===== src/rtl/uart_loader.sv =====
// Boot loader: receives an 8N1 UART image (count byte, then little-endian words),
// writes the words sequentially into memory and holds the CPU in reset until done.
module uart_loader #(
   parameter int CLKS_PER_BIT = 104,
   parameter int ADDR_WIDTH   = 8
) (
   input  logic                  clk,
   input  logic                  reset,
   input  logic                  rx,
   output logic [ADDR_WIDTH-1:0] write_address,
   output logic [31:0]           write_data,
   output logic                  write_enable,
   output logic                  cpu_hold,
   output logic                  loading,
   output logic                  frame_error
);

   localparam int CNT_W = (CLKS_PER_BIT > 1) ? $clog2(CLKS_PER_BIT) : 1;
   localparam logic [CNT_W-1:0] HALF_M1 = CNT_W'(CLKS_PER_BIT / 2 - 1);
   localparam logic [CNT_W-1:0] FULL_M1 = CNT_W'(CLKS_PER_BIT - 1);

   typedef enum logic [1:0] {RX_IDLE, RX_START, RX_DATA, RX_STOP} rx_state_t;
   typedef enum logic [1:0] {L_COUNT, L_DATA, L_DONE} ld_state_t;

   // Handshake: byte_valid is a single-cycle strobe; rx_byte is valid only while it is high.
   // The loader has no back-pressure and must accept every strobe.
   logic             rx_meta, rx_sync;
   rx_state_t        rx_state, rx_next;
   logic [CNT_W-1:0] clk_cnt;
   logic [2:0]       bit_cnt;
   logic [7:0]       rx_byte;
   logic             half_tick, bit_tick;
   logic             byte_valid, stop_bad;

   ld_state_t        ld_state, ld_next;
   logic [1:0]       byte_idx;
   logic [23:0]      word_buf;
   logic [8:0]       word_count;
   logic [8:0]       words_written;
   logic [ADDR_WIDTH-1:0] next_address;
   logic             last_byte;

   always_ff @(posedge clk) begin
      if (reset) begin
         rx_meta <= 1'b1;
         rx_sync <= 1'b1;
      end else begin
         rx_meta <= rx;
         rx_sync <= rx_meta;
      end
   end

   assign half_tick = (clk_cnt == HALF_M1);
   assign bit_tick  = (clk_cnt == FULL_M1);

   always_comb begin
      rx_next    = rx_state;
      byte_valid = 1'b0;
      stop_bad   = 1'b0;
      case (rx_state)
         RX_IDLE:  if (!rx_sync) rx_next = RX_START;
         RX_START: if (half_tick) rx_next = rx_sync ? RX_IDLE : RX_DATA;
         RX_DATA:  if (bit_tick && bit_cnt == 3'd7) rx_next = RX_STOP;
         RX_STOP: begin
            if (bit_tick) begin
               rx_next    = RX_IDLE;
               byte_valid = rx_sync;
               stop_bad   = !rx_sync;
            end
         end
         default:  rx_next = RX_IDLE;
      endcase
   end

   always_ff @(posedge clk) begin
      if (reset) begin
         rx_state    <= RX_IDLE;
         clk_cnt     <= '0;
         bit_cnt     <= 3'd0;
         rx_byte     <= 8'd0;
         frame_error <= 1'b0;
      end else begin
         rx_state <= rx_next;
         case (rx_state)
            RX_IDLE: begin
               clk_cnt <= '0;
               bit_cnt <= 3'd0;
            end
            RX_START: clk_cnt <= half_tick ? '0 : clk_cnt + CNT_W'(1);
            RX_DATA: begin
               if (bit_tick) begin
                  clk_cnt <= '0;
                  rx_byte <= {rx_sync, rx_byte[7:1]};
                  bit_cnt <= bit_cnt + 3'd1;
               end else begin
                  clk_cnt <= clk_cnt + CNT_W'(1);
               end
            end
            RX_STOP:  clk_cnt <= bit_tick ? '0 : clk_cnt + CNT_W'(1);
            default:  clk_cnt <= '0;
         endcase
         if (stop_bad) frame_error <= 1'b1;
      end
   end

   assign last_byte = byte_valid && (ld_state == L_DATA) && (byte_idx == 2'd3);

   always_comb begin
      ld_next = ld_state;
      case (ld_state)
         L_COUNT: if (byte_valid) ld_next = L_DATA;
         L_DATA:  if (last_byte && (words_written + 9'd1 == word_count)) ld_next = L_DONE;
         L_DONE:  ld_next = L_DONE;
         default: ld_next = L_COUNT;
      endcase
   end

   // write_address shows the address of the most recent write; next_address runs one ahead,
   // so a full 256-word image leaves 0xFF visible rather than the wrapped 0.
   always_ff @(posedge clk) begin
      if (reset) begin
         ld_state      <= L_COUNT;
         byte_idx      <= 2'd0;
         word_buf      <= 24'd0;
         word_count    <= 9'd0;
         words_written <= 9'd0;
         next_address  <= '0;
         write_address <= '0;
         write_data    <= 32'd0;
         write_enable  <= 1'b0;
         cpu_hold      <= 1'b1;
         loading       <= 1'b1;
      end else begin
         ld_state     <= ld_next;
         write_enable <= last_byte;
         cpu_hold     <= (ld_state != L_DONE);
         loading      <= (ld_state != L_DONE);
         if (byte_valid && ld_state == L_COUNT) begin
            word_count <= (rx_byte == 8'd0) ? 9'd256 : {1'b0, rx_byte};
         end
         if (byte_valid && ld_state == L_DATA) begin
            byte_idx <= byte_idx + 2'd1;
            case (byte_idx)
               2'd0: word_buf[7:0]   <= rx_byte;
               2'd1: word_buf[15:8]  <= rx_byte;
               2'd2: word_buf[23:16] <= rx_byte;
               default: begin
                  write_data    <= {rx_byte, word_buf};
                  write_address <= next_address;
                  next_address  <= next_address + ADDR_WIDTH'(1);
                  words_written <= words_written + 9'd1;
               end
            endcase
         end
      end
   end

endmodule


===== config.mk =====
export PLATFORM = sky130hd
export DESIGN_NAME = uart_loader
export DESIGN_NICKNAME = d
export VERILOG_FILES = /design/src/rtl/uart_loader.sv
export SDC_FILE = /design/constraint.sdc
export NUM_CORES = 1
export LEC_CHECK = 0
export ABC_CLOCK_PERIOD_IN_PS = 4400
export CAP_MARGIN = 20
export CORE_ASPECT_RATIO = 1.1
export CORE_UTILIZATION = 35
export DETAILED_ROUTE_END_ITERATION = 8
export GPL_TIMING_DRIVEN = 0
export PLACE_DENSITY = 0.55
export SYNTH_ARGS = -nofsm -noshare
export SYNTH_HDL_FRONTEND = slang
export SYNTH_SLANG_ARGS = --single-unit

===== constraint.sdc =====
create_clock -name clk -period 4.4 [get_ports clk]
set_input_delay 1.1 -clock clk [delete_from_list [all_inputs] [get_ports clk]]
set_output_delay 1.1 -clock clk [all_outputs]
set_load 0.02 [all_outputs]

==> flow_summary.json <==
{
  "slew_headroom": 0.566,
  "die_y_um": 125,
  "worst_pin_slew_ns": 0.652,
  "finalCritPeriodShare": 0.579,
  "finClkSkew_ns": 0.00727,
  "clkLatencyLatePin_ns": 0.42,
  "rr_endpoint": "rx_byte[0]",
  "ctsResizeCount": 0,
  "netlist_instances": 583,
  "seq_power_share": 0.423,
  "start_kind": "flop",
  "vdd_drop_max_mv": 0.229,
  "status": "finished clean",
  "syn2layout_area_growth_pct": 27.1,
  "timing.rr.start": "clk_cnt[0]",
  "hold_violations": 0,
  "gr-total-overflow": 0,
  "min_from": "rx_meta",
  "core_um2": 13300,
  "dieArea_um2": 14200,
  "rrSetupSlack_ns": 2.03,
  "period_minus_slack_ns": 2.55,
  "hp-class": "flop to flop",
  "drt-wirelength-per-cell_um": 13.6,
  "die_x_um": 114,
  "ant_nets": 0,
  "drive_gt1_frac": 0.0788,
  "grt_max_degree": 17,
  "stdcell_count": 844,
  "max_freq_mhz": 393,
  "clkSinkCount": 119,
  "finalNetCount": 662,
  "hold_depth": 1,
  "cts_tree": "yes",
  "ys_seq_area_frac": 0.495,
  "p_int_mw": 2.01,
  "syn_area_um2": 4820,
  "diodes": 0,
  "syn_avg_cell_area_um2": 8.26,
  "yosysTopAreaCell": "dfxtp_1",
  "cts_root_buf": "clkbuf_16",
  "p_per_area_nw_per_um2": 418,
  "hold_buffers": 0,
  "dp_hpwl_um": 7900,
  "critPathMaxFanout": 2,
  "netlist_top_cells_area": "dfxtp_1 49%, nand2_1 10%, a21oi_1 8.6%",
  "clkTransAtPathRegs_ns": 0.05,
  "finalSetupViolCount": 0,
  "drt_wl_total_um": 11500,
  "vias": 4113,
  "first_iter_violations": 239,
  "fin_tns_setup_ns": 0,
  "slew_violations": 0,
  "crit_required_ns": 3.30,
  "via_per_inst": 4.87,
  "ff2ff_path_depth": 8,
  "drv_cap": 0,
  "drc": 0,
  "postCtsSetupBuffers": 0,
  "antenna_found_initial": 0,
  "dpl.cell_count": 812,
  "port_buffers": 45,
  "synth_cell_type_count": 39,
  "h-tree-depth": 4,
  "endpoint_kind": "output port",
  "crit_type": "flop to output port",
  "place_congestion": 0.808,
  "synth_seq_cells": 119,
  "clkPwrFrac": 0.565,
  "rsz0062_at_grt": "no",
  "grt_usage": 0.169,
  "start_util": 0.361,
  "switching_share": 0.213,
  "syn_nets": 598,
  "p_comb_frac": 0.012,
  "grt_pass1_vias": 3816,
  "rows": 44,
  "yosys_warnings": 0,
  "grt_pass1_wl_um": 18800,
  "pin_count": 47,
  "power.leakage_nw": 2.17,
  "clk_path_buf_depth": 2,
  "min_delay_worst_endpoint": "rx_sync",
  "cts_buffers": 17,
  "cp.arrival_ns": 1.45,
  "dr.pass1.iters": 5,
  "p_sw_mw": 0.543,
  "synth_top_area_share": 0.495
}
## final cells by class
type / instances / area [um^2]
clock inverters: 13 / 170
well taps: 184 / 230
repair buffers: 45 / 450
multi-input cells: 414 / 2220
fillers: 1341 / 7200
plain buffers: 43 / 189
flip-flops and latches: 119 / 2380
clock buffers: 19 / 453
inverters: 7 / 26.3
## critical path, stage by stage, from the launching register on
cell and delay (ns):
dfxtp_1 0.34, buf_4 0.11, clkdlybuf4s50_1 0.58
## cell usage in the layout, fill, tap and decap left out, drive strengths merged, types with 2 or more instances in the layout
master	n
inv	10
nand3	41
xor2	15
or3	3
xnor2	19
dfxtp	119
a21oi	83
ha	12
nor4	3
clkinv	4
clkinvlp	3
nand2b	7
clkdlybuf4s50	45
nand2	132
nand4	6
clkbuf	49
a22oi	2
o31ai	2
nor3b	2
a31oi	2
bufinv	3
and4	4
nor3	3
or2	2
and2	2
mux2i	9
nor2	48
o21ai	3
and3	6
buf	13
## synth_stat cells (all sizes together)
cell	number
xor2	15
buf	13
a211oi	1
nand3	41
and3	6
and2	2
a32oi	1
a31oi	2
mux2	1
ha	12
nand2	132
mux2i	9
nand4	6
nor2	48
a22oi	2
nor3b	2
a21oi	83
a22o	1
a221oi	1
o32ai	1
and4	4
or4b	1
nor4b	1
xnor2	19
nand2b	7
dfxtp	119
o21ai	3
nor3	3
clkbuf	30
inv	7
or3	3
o31ai	2
nor4	3
or2	2
## routing by layer
layer	GRT usage	wire (um)	part of all wire	vias up
li1	-	-	-	2073
met1	0.211	5290	0.46	1924
met2	0.280	5550	0.48	98
met3	0.0422	425	0.037	18
met4	0.0657	190	0.017	0
met5	0	0	0	-
## logic make-up (layout without fill, tap and decap cells)
kind of cell / count (synthesis) / after routing / synth area share
xor+xnor: 34 / 34 / 0.0618
mux: 10 / 10 / 0.0210
flops: 119 / 119 / 0.495
fa+ha+maj: 12 / 12 / 0.0312
simple gates: 261 / 261 / 0.240
buf+inv: 50 / 127 / 0.0447
compound gates: 97 / 97 / 0.107
## power groups by stage
stage,registers [mW],clock network (mW),logic [mW]
after detailed placement,1.10,0,0.0297
after global routing,1.08,1.51,0.0326
after CTS,1.08,1.47,0.0299
after global placement,1.10,0,0.0294
after floorplan,1.10,0,0.0191
final,1.08,1.44,0.0297
## state kept, by name (all words and copies together), names as in the netlist, 2 cells and up, named ones only
register,count
write_address,8
ld_state,2
write_data,32
word_buf,24
word_count,9
clk_cnt,7
byte_idx,2
rx_byte,8
next_address,8
bit_cnt,3
words_written,9
## how the worst max path moves through the flow
stage               start               end  slack, ns  cells after the start
2_1_floorplan       reset        bit_cnt[0]       2.49                      4
3_3_place_gp        reset      word_buf[23]       1.92                      4
3_5_place_dp        reset  write_address[7]       1.89                      4
4_1_cts           loading           loading       1.83                      2
5_1_grt        clk_cnt[0]        rx_byte[5]       1.79                      8
6_report          loading           loading       1.85                      2
## per-stage QoR
stage	instance area, um^2	setup WS (ns)	power, mW	hold slack [ns]	util
2_1_floorplan	4820	2.49	1.12	0.389	-
3_5_place_dp	5500	1.89	1.13	0.411	0.413
6_report	6120	1.85	2.56	0.417	0.459
4_1_cts	6120	1.83	2.58	0.424	0.459
5_1_grt	6120	1.79	2.63	0.434	0.459
3_3_place_gp	5500	1.92	1.13	0.409	0.413
Power figures use the tool's default switching activity.
